===== config.mk =====
export PLATFORM = sky130hd
export DESIGN_NAME = max7219_frame_receiver
export DESIGN_NICKNAME = d
export VERILOG_FILES = /design/src/rtl/max7219_pkg.sv /design/src/rtl/max7219_sync_edge.sv /design/src/rtl/max7219_frame_receiver.sv
export SDC_FILE = /design/constraint.sdc
export NUM_CORES = 1
export LEC_CHECK = 0
export ABC_AREA = 1
export BUFFER_PORTS_ARGS = -buffer_cell sky130_fd_sc_hd__buf_2
export CAP_MARGIN = 20
export CORE_MARGIN = 4
export CORE_UTILIZATION = 45
export DETAILED_ROUTE_END_ITERATION = 12
export PLACE_DENSITY = 0.7
export SYNTH_ARGS = -nofsm -noshare
export SYNTH_HDL_FRONTEND = slang
export SYNTH_SLANG_ARGS = --single-unit

===== constraint.sdc =====
create_clock -name clk -period 4.7 [get_ports clk]
set_input_delay 0.47 -clock clk [delete_from_list [all_inputs] [get_ports clk]]
set_output_delay 0.47 -clock clk [all_outputs]
set_load 0.05 [all_outputs]

===== src/rtl/max7219_pkg.sv =====
// Shared definitions for the MAX7219 frame receiver: register map, FSM states,
// frame geometry and the decoded frame payload.
package max7219_pkg;

  localparam int unsigned FRAME_BITS_DEF = 16;
  localparam int unsigned CNT_W          = 5;
  localparam int unsigned ADDR_W         = 4;
  localparam int unsigned DATA_W         = 8;
  localparam int unsigned NUM_ROWS       = 8;

  localparam logic [ADDR_W-1:0] NOOP      = 4'h0;
  localparam logic [ADDR_W-1:0] DIGIT0    = 4'h1;
  localparam logic [ADDR_W-1:0] DIGIT1    = 4'h2;
  localparam logic [ADDR_W-1:0] DIGIT2    = 4'h3;
  localparam logic [ADDR_W-1:0] DIGIT3    = 4'h4;
  localparam logic [ADDR_W-1:0] DIGIT4    = 4'h5;
  localparam logic [ADDR_W-1:0] DIGIT5    = 4'h6;
  localparam logic [ADDR_W-1:0] DIGIT6    = 4'h7;
  localparam logic [ADDR_W-1:0] DIGIT7    = 4'h8;
  localparam logic [ADDR_W-1:0] DECODE    = 4'h9;
  localparam logic [ADDR_W-1:0] INTENSITY = 4'hA;
  localparam logic [ADDR_W-1:0] SCANLIMIT = 4'hB;
  localparam logic [ADDR_W-1:0] SHUTDOWN  = 4'hC;
  localparam logic [ADDR_W-1:0] DISPTEST  = 4'hF;

  typedef enum logic [1:0] {
    ST_WAIT_IDLE = 2'd0,
    ST_IDLE      = 2'd1,
    ST_SHIFT     = 2'd2,
    ST_LATCH     = 2'd3
  } state_t;

  // Low 12 bits of a frame: D11..D8 address, D7..D0 data.
  typedef struct packed {
    logic [ADDR_W-1:0] addr;
    logic [DATA_W-1:0] data;
  } frame_t;

endpackage


===== src/rtl/max7219_sync_edge.sv =====
// Multi-flop synchronizer for one asynchronous pin, with single-clock rise/fall
// pulses derived from the synchronized level.
module max7219_sync_edge #(
  parameter int unsigned SYNC_STAGES = 2
) (
  input  logic clk,
  input  logic rst_n,
  input  logic async_in,
  output logic sync,
  output logic rise_c,
  output logic fall_c
);

  logic [SYNC_STAGES-1:0] stg_q;
  logic                   prev_q;

  always_ff @(posedge clk or negedge rst_n) begin
    if (!rst_n) begin
      stg_q  <= '0;
      prev_q <= 1'b0;
    end else begin
      stg_q  <= {stg_q[SYNC_STAGES-2:0], async_in};
      prev_q <= stg_q[SYNC_STAGES-1];
    end
  end

  assign sync   = stg_q[SYNC_STAGES-1];
  assign rise_c = sync & ~prev_q;
  assign fall_c = ~sync & prev_q;

endmodule


===== src/rtl/max7219_frame_receiver.sv =====
// MAX7219 link monitor: reassembles serial frames and mirrors the register file.
// Define MAX7219_DOUT_EN to drive spi_dout with daisy-chain data; otherwise it is tied 0.
module max7219_frame_receiver
  import max7219_pkg::*;
#(
  parameter int unsigned SYNC_STAGES = 2,
  parameter int unsigned FRAME_BITS  = FRAME_BITS_DEF
) (
  input  logic              clk,
  input  logic              rst_n,
  input  logic              spi_din,
  input  logic              spi_sclk,
  input  logic              spi_load,
  output logic              spi_dout,
  output logic              frame_valid,
  output logic [ADDR_W-1:0] frame_addr,
  output logic [DATA_W-1:0] frame_data,
  output logic              frame_err,
  input  logic [2:0]        rd_row,
  output logic [DATA_W-1:0] rd_data,
  output logic [7:0]        decode_mode,
  output logic [3:0]        intensity,
  output logic [2:0]        scan_limit,
  output logic              shutdown_n,
  output logic              display_test
);

  logic din_sync, din_rise_c, din_fall_c;
  logic sclk_sync, sclk_rise_c, sclk_fall_c;
  logic load_sync, load_rise_c, load_fall_c;

  max7219_sync_edge #(.SYNC_STAGES(SYNC_STAGES)) u_sync_din (
    .clk(clk), .rst_n(rst_n), .async_in(spi_din),
    .sync(din_sync), .rise_c(din_rise_c), .fall_c(din_fall_c)
  );
  max7219_sync_edge #(.SYNC_STAGES(SYNC_STAGES)) u_sync_sclk (
    .clk(clk), .rst_n(rst_n), .async_in(spi_sclk),
    .sync(sclk_sync), .rise_c(sclk_rise_c), .fall_c(sclk_fall_c)
  );
  max7219_sync_edge #(.SYNC_STAGES(SYNC_STAGES)) u_sync_load (
    .clk(clk), .rst_n(rst_n), .async_in(spi_load),
    .sync(load_sync), .rise_c(load_rise_c), .fall_c(load_fall_c)
  );

  state_t                state_q, state_d;
  logic                  shift_en_c, clr_cnt_c, latch_c, frame_ok_c;
  logic [FRAME_BITS-1:0] shreg_q;
  logic [CNT_W-1:0]      cnt_q;
  logic [DATA_W-1:0]     rows_q [NUM_ROWS];
  frame_t                last_q, frm_c;

  always_ff @(posedge clk or negedge rst_n) begin
    if (!rst_n) state_q <= ST_WAIT_IDLE;
    else        state_q <= state_d;
  end

  // WAIT_IDLE skips any frame already in progress when reset releases.
  always_comb begin
    state_d    = state_q;
    shift_en_c = 1'b0;
    clr_cnt_c  = 1'b0;
    latch_c    = 1'b0;
    case (state_q)
      ST_WAIT_IDLE: if (load_sync) state_d = ST_IDLE;
      ST_IDLE: begin
        if (load_fall_c) begin
          state_d   = ST_SHIFT;
          clr_cnt_c = 1'b1;
        end
      end
      ST_SHIFT: begin
        shift_en_c = sclk_rise_c;
        if (load_rise_c) state_d = ST_LATCH;
      end
      ST_LATCH: begin
        latch_c = 1'b1;
        state_d = ST_IDLE;
      end
      default: state_d = ST_WAIT_IDLE;
    endcase
  end

  // Shift register keeps the newest FRAME_BITS bits; count saturates for long chains.
  always_ff @(posedge clk or negedge rst_n) begin
    if (!rst_n) begin
      shreg_q <= '0;
      cnt_q   <= '0;
    end else if (clr_cnt_c) begin
      cnt_q <= '0;
    end else if (shift_en_c) begin
      shreg_q <= {shreg_q[FRAME_BITS-2:0], din_sync};
      if (cnt_q != '1) cnt_q <= cnt_q + CNT_W'(1);
    end
  end

  assign frm_c      = frame_t'(shreg_q[ADDR_W+DATA_W-1:0]);
  assign frame_ok_c = latch_c && (cnt_q >= CNT_W'(FRAME_BITS));

  always_ff @(posedge clk or negedge rst_n) begin
    if (!rst_n) begin
      frame_valid  <= 1'b0;
      frame_err    <= 1'b0;
      last_q       <= '0;
      decode_mode  <= '0;
      intensity    <= '0;
      scan_limit   <= '0;
      shutdown_n   <= 1'b0;
      display_test <= 1'b0;
      rd_data      <= '0;
      for (int i = 0; i < int'(NUM_ROWS); i++) rows_q[i] <= '0;
    end else begin
      frame_valid <= frame_ok_c;
      frame_err   <= latch_c && !frame_ok_c;
      rd_data     <= rows_q[rd_row];
      if (frame_ok_c) begin
        last_q <= frm_c;
        case (frm_c.addr)
          DIGIT0, DIGIT1, DIGIT2, DIGIT3,
          DIGIT4, DIGIT5, DIGIT6, DIGIT7: rows_q[3'(frm_c.addr - 4'd1)] <= frm_c.data;
          DECODE:    decode_mode  <= frm_c.data;
          INTENSITY: intensity    <= frm_c.data[3:0];
          SCANLIMIT: scan_limit   <= frm_c.data[2:0];
          SHUTDOWN:  shutdown_n   <= frm_c.data[0];
          DISPTEST:  display_test <= frm_c.data[0];
          NOOP:      ;
          default:   ;
        endcase
      end
    end
  end

  assign frame_addr = last_q.addr;
  assign frame_data = last_q.data;

`ifdef MAX7219_DOUT_EN
  logic dout_q;

  // Chained-device output: oldest held bit presented on each sclk fall.
  always_ff @(posedge clk or negedge rst_n) begin
    if (!rst_n)           dout_q <= 1'b0;
    else if (sclk_fall_c) dout_q <= shreg_q[FRAME_BITS-1];
  end

  assign spi_dout = dout_q;
`else
  assign spi_dout = 1'b0;
`endif

  logic unused_sig;
  assign unused_sig = ^{din_rise_c, din_fall_c, sclk_sync, sclk_fall_c, load_sync,
                        shreg_q[FRAME_BITS-1:ADDR_W+DATA_W]};

endmodule


Word-level counts from Yosys, hierarchy flattened
Cells that the tools add are included.

storage, ports and cells
  flip-flop bits (word level) = 130
  input port bits = 8
  logic and storage cells = 95

operators by class
  $add $sub $neg = 2
  magnitude comparators = 4
  equality and inequality tests = 20
  muxes and demuxes = 17
  bitwise logic cells = 9
  reduce and logical (&&, ||, !) cells = 17

operator list
  kind                                                        number
  bitwise mux 64 bit                                          1
  binary-select mux 8 bit (select 3 bit)                      1
  demux 8 bit (select 3 bit)                                  1
  equality test 4 bit, second input constant                  6
  two-way mux 8 bit                                           3
  equality test 4 x 3 -> 1 bit, second input constant         4
  AND reduction 2 bit                                         8
  two-way mux 5 bit                                           3
  equality test 4 x 2 -> 1 bit, second input constant         2
  >= comparator 4 bit, second input constant                  2
  NOT 3 -> 4 bit                                              2
  one-hot mux 2 bit (4 select lines)                          1
  OR reduction 8 bit                                          1
  two-way mux 2 bit                                           3
  adder 5 x 1 -> 5 bit, second input constant                 1
  >= comparator 5 bit, second input constant                  1
  inequality test 5 bit, second input constant                1
  equality test 2 bit, second input constant                  2
  equality test 4 x 1 -> 1 bit, second input constant         1
  less-than comparator 4 x 1 -> 1 bit, second input constant  1
  two-way mux 1 bit                                           4
  inequality test 2 bit, second input constant                2
  NOT 1 bit                                                   4
  nonzero test 2 bit                                          2
  other kinds (8)                                             12

Depth between registers and ports, before layout
  depth after elaboration = 7
  gate-level depth with buffers = 11
  gate-level depth less buffers = 10

Modules after synthesis
From an unflattened synthesis, not the netlist that was laid out.

unflattened totals
  cell total of the unflattened synthesis = 680
  area total of the unflattened synthesis = 5850.6 um^2

modules (own cells, without submodules)
  module                  instances  cells each  area each (um^2)  seq. area each (um^2)
  max7219_frame_receiver  1          659         5580.4            3052.9
  max7219_sync_edge       3          7           90.1              75.1

Worst setup path after synthesis
OpenSTA, ideal clock, no wires.

  kind = register to register
  from = reg shreg_q[8]
  to = reg rows_q[54] (netlist bit)
  arrival = 1.601 ns
  required time = 4.579 ns
  setup slack = 2.978 ns
  cell stages (with the launch flop) = 11
  buffers on the path = 1
  cell sequence = dfrtp_1 inv_2 ha_1 nand2_1 nand2_1 nand2_1 nor2_1 nand2_2 buf_6 nand2_1 o21ai_2

on the way
  word-level cells in the longest chain between the ends = 7

RTL lines
  what                                                                                                     RTL line                       RTL
  start, declared                                                                                          max7219_frame_receiver.sv:47   logic [FRAME_BITS-1:0] shreg_q;
  start signal, assigned                                                                                   max7219_frame_receiver.sv:91   shreg_q <= {shreg_q[FRAME_BITS-2:0], din_sync};
  subtractor 3 x 1 -> 3 bit                                                                                max7219_frame_receiver.sv:119  DIGIT4, DIGIT5, DIGIT6, DIGIT7: rows_q[3'(frm_c.addr - 4'd1)] <= frm_c.data;
  NOT 3 -> 4 bit (implied by the code)                                                                     max7219_frame_receiver.sv:119
  >= comparator 4 bit (implied by the code) / less-than comparator 4 x 1 -> 1 bit (equally long branches)  max7219_frame_receiver.sv:119
  logical AND 1 bit (implied by the code)                                                                  max7219_frame_receiver.sv:119
  two-way mux 8 bit (implied by the code)                                                                  max7219_frame_receiver.sv:119
  demux 8 bit (select 3 bit)                                                                               max7219_frame_receiver.sv:119
  bitwise mux 64 bit                                                                                       max7219_frame_receiver.sv:119
  end signal, assigned by index                                                                            max7219_frame_receiver.sv:119
  end, declared                                                                                            max7219_frame_receiver.sv:49   logic [DATA_W-1:0] rows_q [NUM_ROWS];

Several ways; a longest one is shown, not always the timed one.
A chain may end at the register's enable or synchronous reset.

Worst setup path in the final report
  from = reg state_q[0]
  to = reg rows_q[49] (netlist bit)

on the way
  word-level cells in the longest chain between the ends = 4

RTL lines
  what                           RTL line                      RTL
  start, declared                max7219_frame_receiver.sv:45  state_t state_q, state_d;
  start signal, assigned         max7219_frame_receiver.sv:54  else state_q <= state_d;
  equality test 2 bit            max7219_frame_receiver.sv:63  case (state_q)
  two-way mux 1 bit              max7219_frame_receiver.sv:63
  logical AND 1 bit              max7219_frame_receiver.sv:97  assign frame_ok_c = latch_c && (cnt_q >= CNT_W'(FRAME_BITS));
  AND reduction 2 bit (no line)  n/a

Every way passes these cells.

==> flow_summary.yaml <==
outcome:
  status: "finished, violations left"
  violations: "negative hold slack"
clock_tree:
  clock_latency_ns: 0.43
  cts.sinks: 130
  postCtsSetupBuffers: 0
  numCtsBuffers: 17
  root_buffer: "clkbuf_16"
  clk_pin_slew_worst_paths_ns: 0.06
  ctsHoldBuffers: 0
  cts_max_level: 4
  cts_buffer_depth: 2
  cts_tree: "done"
  postCtsResizedCells: 0
timing:
  hold_violations: 4
  worst_slack_ns: 2.11
  fin_skew_ns: 0.0105
  setup_viol: 0
  whs_ns: -0.00334
  finalMaxSlewViolations: 0
  rsz0062_at_grt: "false"
  fin_tns_setup_ns: 0
  tightest_slew_ns: 0.891
  finalCritPeriodShare: 0.551
  max_slew_margin: 0.404
  period_needed_ns: 2.59
  max_clock_freq_mhz: 386
route:
  drtIter0Drc: 306
  drt_wl_total_mm: 13.6
  ant_nets: 0
  viasPerCell: 5.34
  vias: 4508
  drc: 0
  first_pass_iters: 7
  drt-wirelength-per-cell_um: 16.1
place:
  dp_hpwl_mm: 9.38
  finalWeightedCongestion: 0.911
  placed_area_mm2: 0.00597
  dp_slack_ns: 2.16
  io_buffer_count: 46
critical_path:
  arrival_ns: 2.90
  r2r_slack_ns: 2.11
  worst-r2r-cell-count: 8
  critical_path_required_ns: 5.01
  rr_startpoint: "state_q[0]"
  reg2reg_to: "rows_q[49]"
  crit_fanout: 24
  crit_type: "reg2reg"
  worstSetupStartpointType: "flop"
  crit_path_end_kind: "flop"
floorplanning:
  core_area_mm2: 0.0122
  die_h_um: 120
  io_pins: 48
  core.rowCount: 40
  start_util: 0.465
  die-width_um: 120
  dieArea_mm2: 0.0144
logic_synthesis:
  syn_inst: 625
  syn_area_mm2: 0.00566
  ys_warn_count: 0
  ys_ff_latch: 130
  yosysSeqAreaShare: 0.575
  yosys.cell_types.count: 27
  synth_fp_nets: 644
  syn_avg_cell_area_um2: 9.05
power:
  ir_drop_uv: 387
  p_per_area_mw_per_mm2: 481
  p_leak_nw: 3.26
  finalPower_mw: 3.14
grt:
  antenna_found_initial: 0
  grt_pass1_vias: 4519
  grt_start_max_net_pins: 57
  grt_usage: 0.205
  overflow: 0
  grt_pass1_wl_mm: 22.8
finish:
  final_cell_mix: "nand2_1 (184), dfrtp_1 (130), o21ai_0 (75), nor2_1 (49), buf_2 (45)"
  layout_commonest_cell: "nand2_1"
  nets: 682
  drive_above_1_share: 0.157
  diodes: 0
  syn2layout_area_growth_pct: 15.6
  design_area_mm2: 0.00654
flow_run:
  drv_cap: 0
min_path:
  min_path_type: "in2async"
## where the power goes
| group | internal, mW | switching, mW |
|---|---|---|
| sequential | 1.21 | 0.111 |
| clock | 0.698 | 0.558 |
| combinational | 0.117 | 0.447 |
| total | 2.03 | 1.12 |
## synthesized netlist by cell type
cell type,n,area share
nand2_1,184,0.12
dfrtp_1,130,0.58
o21ai_0,75,0.066
nor2_1,49,0.033
nand4_1,40,0.044
inv_1,25,0.017
o21ai_1,19,0.017
clkbuf_1,16,0.011
o22ai_1,16,0.018
nand3_1,12,0.011
ha_1,11,0.024
o21ai_2,8,0.012
buf_2,7,0.0062
nand3_2,6,0.011
nand2_2,5,0.0055
nor2_4,4,0.0080
buf_4,3,0.0040
a21oi_1,2,0.0018
buf_6,2,0.0040
inv_2,2,0.0013
nor3_1,2,0.0018
xor2_1,2,0.0031
buf_1,1,0.00066
clkinv_1,1,0.00066
clkinv_2,1,0.00088
conb_1,1,0.00066
nand3b_1,1,0.0013
## through the flow
| stage | util | hold slack (ns) | std cells |
|---|---|---|---|
| after floorplan | - | 0.174 | 625 |
| after global placement | 0.491 | 0.333 | 812 |
| after detailed placement | 0.491 | 0.337 | 812 |
| after CTS | 0.537 | 0.00954 | 844 |
| after global routing | 0.537 | 0.0346 | 844 |
| final | 0.537 | -0.00334 | 844 |
## final cells by class
class | count | area (um^2)
Fill cell | 1121 | 5630
Sequential cell | 130 | 3250
Multi-Input combinational cell | 437 | 2150
Clock buffer | 17 | 425
Timing Repair Buffer | 48 | 248
Tap cell | 168 | 210
Clock inverter | 15 | 141
Inverter | 29 | 110
## kinds of logic (layout without fill, tap and decap cells)
| logic type | count (synthesis) | after routing | synth area share |
|---|---|---|---|
| other cells | 1 | 1 | 0.000663 |
| flops | 130 | 130 | 0.575 |
| xor+xnor | 2 | 2 | 0.00310 |
| compound gates | 120 | 120 | 0.115 |
| buf+inv | 58 | 109 | 0.0449 |
| simple gates | 303 | 303 | 0.237 |
| fa+ha+maj | 11 | 11 | 0.0243 |
## worst max path at each step
stage / startpoint / end / slack [ns] / depth (start not counted)
after CTS: state_q[0] / rows_q[49] / 2.13 / 8
final: state_q[0] / rows_q[49] / 2.11 / 8
after global placement: state_q[0] / rows_q[48] / 2.25 / 8
after detailed placement: state_q[0] / rows_q[49] / 2.16 / 8
after global routing: state_q[0] / rows_q[51] / 1.79 / 8
after floorplan: shreg_q[8] / rows_q[54] / 2.98 / 10
## metal layers
metal,global-route usage,vias to the layer above,wire length (um)
met5,0,-,0
met4,0.0974,0,378
met3,0.0518,29,755
met2,0.322,145,6500
met1,0.268,2171,5920
li1,-,2163,-
## flip-flops by register name (all words and copies together) (netlist names), 2 cells and up
register,flops
cnt_q,5
decode_mode,8
frame_addr,4
frame_data,8
intensity,4
rd_data,8
rows_q,64
scan_limit,3
shreg_q,12
state_q,2
u_sync_din.stg_q,2
u_sync_load.stg_q,2
u_sync_sclk.stg_q,2
## critical path, stage by stage, from the launching register on
cell and delay (ns):
dfrtp_1 0.42, ha_1 0.20, nand2_2 0.23, nor2_1 0.69, inv_1 0.16, nor2_1 0.22, nand2_2 0.26, nand2_1 0.20
o21ai_2 0.06
Note: power is estimated with default switching activity, not from simulation.
